### src/rtl/lsu_mem_stage.sv
// lsu_mem_stage: load/store unit after the execute ALU.
// Captures one operation at a time, runs a req/ack handshake to a
// variable-latency data memory, builds byte strobes / lane-replicated store
// data, and extracts + sign/zero-extends load data.
// Optional macro LSU_MISALIGN_TRAP_EN: misaligned accesses are not issued
// to memory; they complete immediately with misaligned=1 and rdata=0.
module lsu_mem_stage #(
    parameter int DATA_WIDTH = 32,
    parameter int STRB_WIDTH = DATA_WIDTH / 8
) (
    input  logic                  clk,
    input  logic                  rst,
    input  logic                  req_valid,
    output logic                  req_ready,
    input  logic                  read_en,
    input  logic                  write_en,
    input  logic [1:0]            type_control,
    input  logic                  sign_ext,
    input  logic [DATA_WIDTH-1:0] addr,
    input  logic [DATA_WIDTH-1:0] wdata,
    output logic                  mem_req,
    output logic                  mem_we,
    output logic [DATA_WIDTH-1:0] mem_addr,
    output logic [STRB_WIDTH-1:0] mem_wstrb,
    output logic [DATA_WIDTH-1:0] mem_wdata,
    input  logic                  mem_ack,
    input  logic [DATA_WIDTH-1:0] mem_rdata,
    output logic                  rsp_valid,
    output logic [DATA_WIDTH-1:0] rdata,
    output logic                  misaligned
);

    typedef enum logic [1:0] {IDLE, REQ, RESP} state_t;

    state_t state, state_nxt;

    logic [DATA_WIDTH-1:0] a_q, wd_q, rdata_q, load_ext;
    logic [1:0]            size_q;
    logic                  sext_q, we_q, mis_q;

    logic accept, access_in, mis_in, trap_in;

    assign accept    = (state == IDLE) && req_valid;
    assign access_in = read_en | write_en;
    // Byte accesses can never be misaligned; 11 behaves as word.
    assign mis_in    = ((type_control == 2'b01) && addr[0]) ||
                       (type_control[1] && (addr[1:0] != 2'b00));
`ifdef LSU_MISALIGN_TRAP_EN
    assign trap_in   = access_in & mis_in;
`else
    assign trap_in   = 1'b0;
`endif

    // State register
    always_ff @(posedge clk or posedge rst) begin
        if (rst) state <= IDLE;
        else     state <= state_nxt;
    end

    // Next-state: no-ops and trapped accesses skip the memory phase
    always_comb begin
        state_nxt = state;
        case (state)
            IDLE:    if (req_valid) state_nxt = (access_in && !trap_in) ? REQ : RESP;
            REQ:     if (mem_ack)   state_nxt = RESP;
            RESP:    state_nxt = IDLE;
            default: state_nxt = IDLE;
        endcase
    end

    // Handshake outputs decoded from state
    always_comb begin
        req_ready  = (state == IDLE);
        mem_req    = (state == REQ);
        rsp_valid  = (state == RESP);
        misaligned = (state == RESP) && mis_q;
    end

    // Capture the operation at acceptance; held stable through REQ
    always_ff @(posedge clk or posedge rst) begin
        if (rst) begin
            a_q    <= '0;
            wd_q   <= '0;
            size_q <= 2'b00;
            sext_q <= 1'b0;
            we_q   <= 1'b0;
            mis_q  <= 1'b0;
        end else if (accept) begin
            a_q    <= addr;
            wd_q   <= wdata;
            size_q <= type_control;
            sext_q <= sign_ext;
            we_q   <= write_en;
            mis_q  <= access_in & mis_in;
        end
    end

    // Load lane select and extension; misaligned halves/words fall back to
    // the naturally aligned lane because only a[1] (half) or nothing (word) is used
    always_comb begin
        load_ext = mem_rdata;
        case (size_q)
            2'b00: begin
                case (a_q[1:0])
                    2'd0: load_ext = {{24{sext_q & mem_rdata[7]}},  mem_rdata[7:0]};
                    2'd1: load_ext = {{24{sext_q & mem_rdata[15]}}, mem_rdata[15:8]};
                    2'd2: load_ext = {{24{sext_q & mem_rdata[23]}}, mem_rdata[23:16]};
                    default: load_ext = {{24{sext_q & mem_rdata[31]}}, mem_rdata[31:24]};
                endcase
            end
            2'b01: begin
                if (a_q[1]) load_ext = {{16{sext_q & mem_rdata[31]}}, mem_rdata[31:16]};
                else        load_ext = {{16{sext_q & mem_rdata[15]}}, mem_rdata[15:0]};
            end
            default: load_ext = mem_rdata;
        endcase
    end

    // Result register: updated only on entry to RESP so it holds between responses
    always_ff @(posedge clk or posedge rst) begin
        if (rst)
            rdata_q <= '0;
        else if (accept && (state_nxt == RESP))
            rdata_q <= '0;
        else if ((state == REQ) && mem_ack)
            rdata_q <= we_q ? '0 : load_ext;
    end

    assign rdata    = rdata_q;
    assign mem_we   = we_q;
    assign mem_addr = {a_q[DATA_WIDTH-1:2], 2'b00};

    // Store lane strobes and replicated store data
    always_comb begin
        mem_wstrb = '0;
        mem_wdata = wd_q;
        case (size_q)
            2'b00: begin
                mem_wstrb = 4'b0001 << a_q[1:0];
                mem_wdata = {4{wd_q[7:0]}};
            end
            2'b01: begin
                mem_wstrb = a_q[1] ? 4'b1100 : 4'b0011;
                mem_wdata = {2{wd_q[15:0]}};
            end
            default: mem_wstrb = 4'b1111;
        endcase
        if (!we_q) mem_wstrb = '0;
    end

endmodule

### config.mk
export PLATFORM = sky130hd
export DESIGN_NAME = lsu_mem_stage
export DESIGN_NICKNAME = d
export VERILOG_FILES = /design/src/rtl/lsu_mem_stage.sv
export SDC_FILE = /design/constraint.sdc
export NUM_CORES = 1
export LEC_CHECK = 0
export BUFFER_PORTS_ARGS = -buffer_cell sky130_fd_sc_hd__buf_2
export CORE_UTILIZATION = 49
export DETAILED_ROUTE_END_ITERATION = 12
export PLACE_DENSITY_LB_ADDON = 0.12
export SLEW_MARGIN = 15
export SYNTH_ARGS = -nofsm -noshare
export SYNTH_HDL_FRONTEND = slang
export SYNTH_SLANG_ARGS = --single-unit
### constraint.sdc
create_clock -name clk -period 5.68 [get_ports clk]
set_clock_uncertainty 0.1 [all_clocks]
set_input_delay 1.704 -clock clk [delete_from_list [all_inputs] [get_ports clk]]
set_output_delay 1.704 -clock clk [all_outputs]
set_load 0.01 [all_outputs]
==> qor.csv <==
stage,metric,value,unit
status,status,finished clean,
final_layout,Non-Filler Instances,882,
clock_tree,Post-CTS Hold Buffers,0,
pwr,Max IR drop VDD,0.2045,mV
worst_setup_path,Critical Path AT,2.37,ns
sta,post-route setup TNS,0,ns
hold_path,Min-Delay Startpoint,a_q[26],
global_routing,first-pass GRT wire length,22680,microns
final_layout,Finished Cell Area,6316,sq um
worst_setup_path,Setup crit end kind,output port,
pwr,Net Sw Frac,38.73,%
final_layout,"commonest non-fill, non-tap cell in the layout",nand2_1,
clock_tree,CTS tree,yes,
clock_tree,Clock Sinks,103,
global_routing,initial antenna violation count,0,
synth,number of synthesized flops with an enable pin,0,
placed_design,Port Buffer Count,207,
floorplan,# IOs,210,
final_layout,Fillers,953,
global_routing,total global routing track utilization,25.64,%
pwr,Logic pwr share,39.0,%
pwr,internal power,1667,uW
floorplan,Initial Util,51.00,%
final_layout,final net count,846,
pwr,Power Dens Cells,430.7,nW/um^2
routing,Routed WL,13810,microns
final_layout,multi-input logic area,2245,sq um
global_routing,grt ovf,0,
clock_tree,"Gates resized, CTS repair",0,
final_layout,layout cells sized above 1,35.66,%
worst_setup_path,CP max-delay cell,dfrtp_2,
sta,fin. max-slew vios,0,
worst_setup_path,Buf/Inv on CP,1,
worst_setup_path,crit path kind,register to output port,
floorplan,Row Count,37,
clock_tree,Clock Latency Late Sink,0.36,ns
synth,post-synthesis cell type count,39,
floorplan,die width,106.1,microns
synth,"FF+latch count, synth",103,
worst_setup_path,worst flop-to-flop path endpoint,rdata[5],
hold_path,sink of the worst hold path,a_q[26],
synth,async set-reset flop share out of synthesis,100.0,%
global_routing,largest net degree at the start of global routing,78,
synth,register area share after synthesis,48.52,%
synth,Synth Area in Compound Gates,14.32,%
sta,fmax,239.8,MHz
pwr,clock share of power,17.5,%
hold_path,Hold/Removal Path Class,register to register,
sta,period utilization,73.41,%
global_routing,number of global-route vias before repair,4636,
routing,Vias/cell,5.354,
synth,Syn Area/Cell,8.929,sq um
clock_tree,"Clk pin slew, worst setup/hold paths",0.10,ns
final_layout,Area Overhead vs Synth,18.89,%
worst_setup_path,CP peak stage delay,0.93,ns
worst_setup_path,Crit Path Max Fanout,48,
synth,Post-Syn Area,5313,sq um
synth,adder-cell share of the synthesized area,0,%
hold_path,Hold Crit Depth,2,
synth,post-synthesis mux area share,8.220,%
synth,Synth Flop Type,dfrtp_1,
worst_setup_path,crit path launch type,register,
sta,Final Hold Vio Count,0,
placed_design,Inst Count DP,866,
sta,Least-Margin Pin Slew,1.103,ns
synth,synthesized netlist cell count,595,
routing,Routed Antenna Nets,0,
synth,largest family of logic cells by synthesized area,simple AND/OR/NAND/NOR gates,
worst_setup_path,Worst path top cell family by delay,flip-flops,
worst_setup_path,"reg-to-reg slack, setup",2.97,ns
sta,final hold slack,0.3776,ns
worst_setup_path,Register-to-Register Path Depth,4,
worst_setup_path,CP Data Required Time,3.88,ns
synth,yosys warns,0,
routing,drt pass-1 iters,4,
pwr,total power,2721,uW
floorplan,DIE AREA,11260,sq um
clock_tree,CTS Buffer Depth,2,
clock_tree,CTS Buf Count,9,
final_layout,FF+latch area,2579,sq um
sta,min cycle time layout,4.170,ns
placed_design,Detailed Place HPWL,9754,microns
floorplan,die height,106.1,microns
clock_tree,root buffer cell,clkbuf_8,
sta,relative slew slack,26.44,%
routing,WL/cell,15.66,microns
placed_design,gp weighted congestion,0.8744,
placed_design,Placed Area,6108,sq um
final_layout,diode count,0,
sta,RSZ-0062 raised after global routing,false,
clock_tree,setup bufs post-CTS,0,
worst_setup_path,crit-path cells,or2_2 -> mux2_2 -> buf_2,
pwr,Psw,1054,uW
sta,final setup fails,0,
floorplan,CORE AREA,10420,sq um
worst_setup_path,reg-to-reg startpoint,size_q[1],
clock_tree,H-tree Lvls,3,
final_layout,most frequent cells in the layout,"nand2_1, buf_2, dfrtp_1",
pwr,Sequential Power Share,43.5,%
routing,Starting DRT DRC Count,246,
routing,total number of vias,4722,
synth,Synth Area in Simple Gates,19.45,%
routing,DR DRC count,0,
synth,xor/xnor cell area share of the yosys netlist,0,%
run,max cap viols,0,
pwr,Lkg Pwr,0.003462,uW
-- worst min-delay path: stages, from the launching register on --
cell,delay (ns)
dfrtp_1,0.35
nand2_1,0.05
nand2_1,0.05
-- power by group through the flow --
stage               registers, uW  clock network, uW  logic, uW
finish                       1180                476       1060
CTS                          1180                488       1070
floorplan                    1140                  0        797
global route                 1220                516       1180
global placement             1180                  0       1050
detailed placement           1200                  0       1070
-- flip-flops by register name, indices dropped and copies added (netlist names) --
name    count
state       2
a_q        32
sext_q      1
rdata      32
mis_q       1
mem_we      1
size_q      2
wd_q       32
-- cells by family after synthesis --
| group | after synthesis |
|---|---|
| DFF | 103 |
| other | 1 |
| buffers and inverters | 89 |
| AOI/OAI and AO/OA | 109 |
| and+or+nand+nor | 259 |
| muxes | 34 |
-- through the flow --
stage	setup WS, ns	util [%]
2_1_floorplan	1.172	-
3_3_place_gp	1.936	58.64
3_5_place_dp	1.879	58.64
4_1_cts	1.472	60.61
5_1_grt	1.295	60.64
6_report	1.510	60.64
-- cells in the mapped netlist (7+ instances only) --
| library cell | instances | share of area (%) |
|---|---|---|
| a221o_1 | 16 | 3.0 |
| a221oi_2 | 7 | 2.0 |
| o21ai_0 | 27 | 2.5 |
| nor2_1 | 12 | 0.85 |
| buf_2 | 7 | 0.66 |
| mux2_2 | 17 | 3.6 |
| o22ai_1 | 8 | 0.94 |
| clkbuf_1 | 24 | 1.7 |
| o21ai_1 | 7 | 0.66 |
| inv_1 | 10 | 0.71 |
| nand2_1 | 230 | 16 |
| mux2i_1 | 11 | 2.1 |
| a21oi_1 | 26 | 2.4 |
| buf_4 | 40 | 5.7 |
| a21o_1 | 7 | 0.99 |
| dfrtp_1 | 103 | 49 |
-- metal layers --
metal / global-route usage [%] / share of wire [%]
met1: 33.45 / 42
met2: 41.84 / 48
met3: 5.089 / 7.9
met4: 10.42 / 2.3
met5: 0 / 0
-- worst max path at each step --
| stage | depth (start not counted) | slack [ns] | start | end |
|---|---|---|---|---|
| floorplan | 1 | 1.17 | rst | a_q[0] |
| global placement | 5 | 1.94 | mem_ack | rdata[5] |
| detailed placement | 5 | 1.88 | mem_ack | rdata[5] |
| CTS | 3 | 1.47 | size_q[1] | mem_wdata[11] |
| global route | 3 | 1.29 | size_q[1] | mem_wstrb[3] |
| finish | 3 | 1.51 | size_q[1] | mem_wdata[11] |
-- cell type report --
cell class                      count  area share (%)
Multi-Input combinational cell    404           35.54
Tap cell                          136           2.694
Inverter                           11          0.6933
Clock buffer                       10           2.179
Clock inverter                      6           1.070
Sequential cell                   103           40.83
Timing Repair Buffer              212           17.00
No activity file was read; power rests on OpenSTA's default activity.
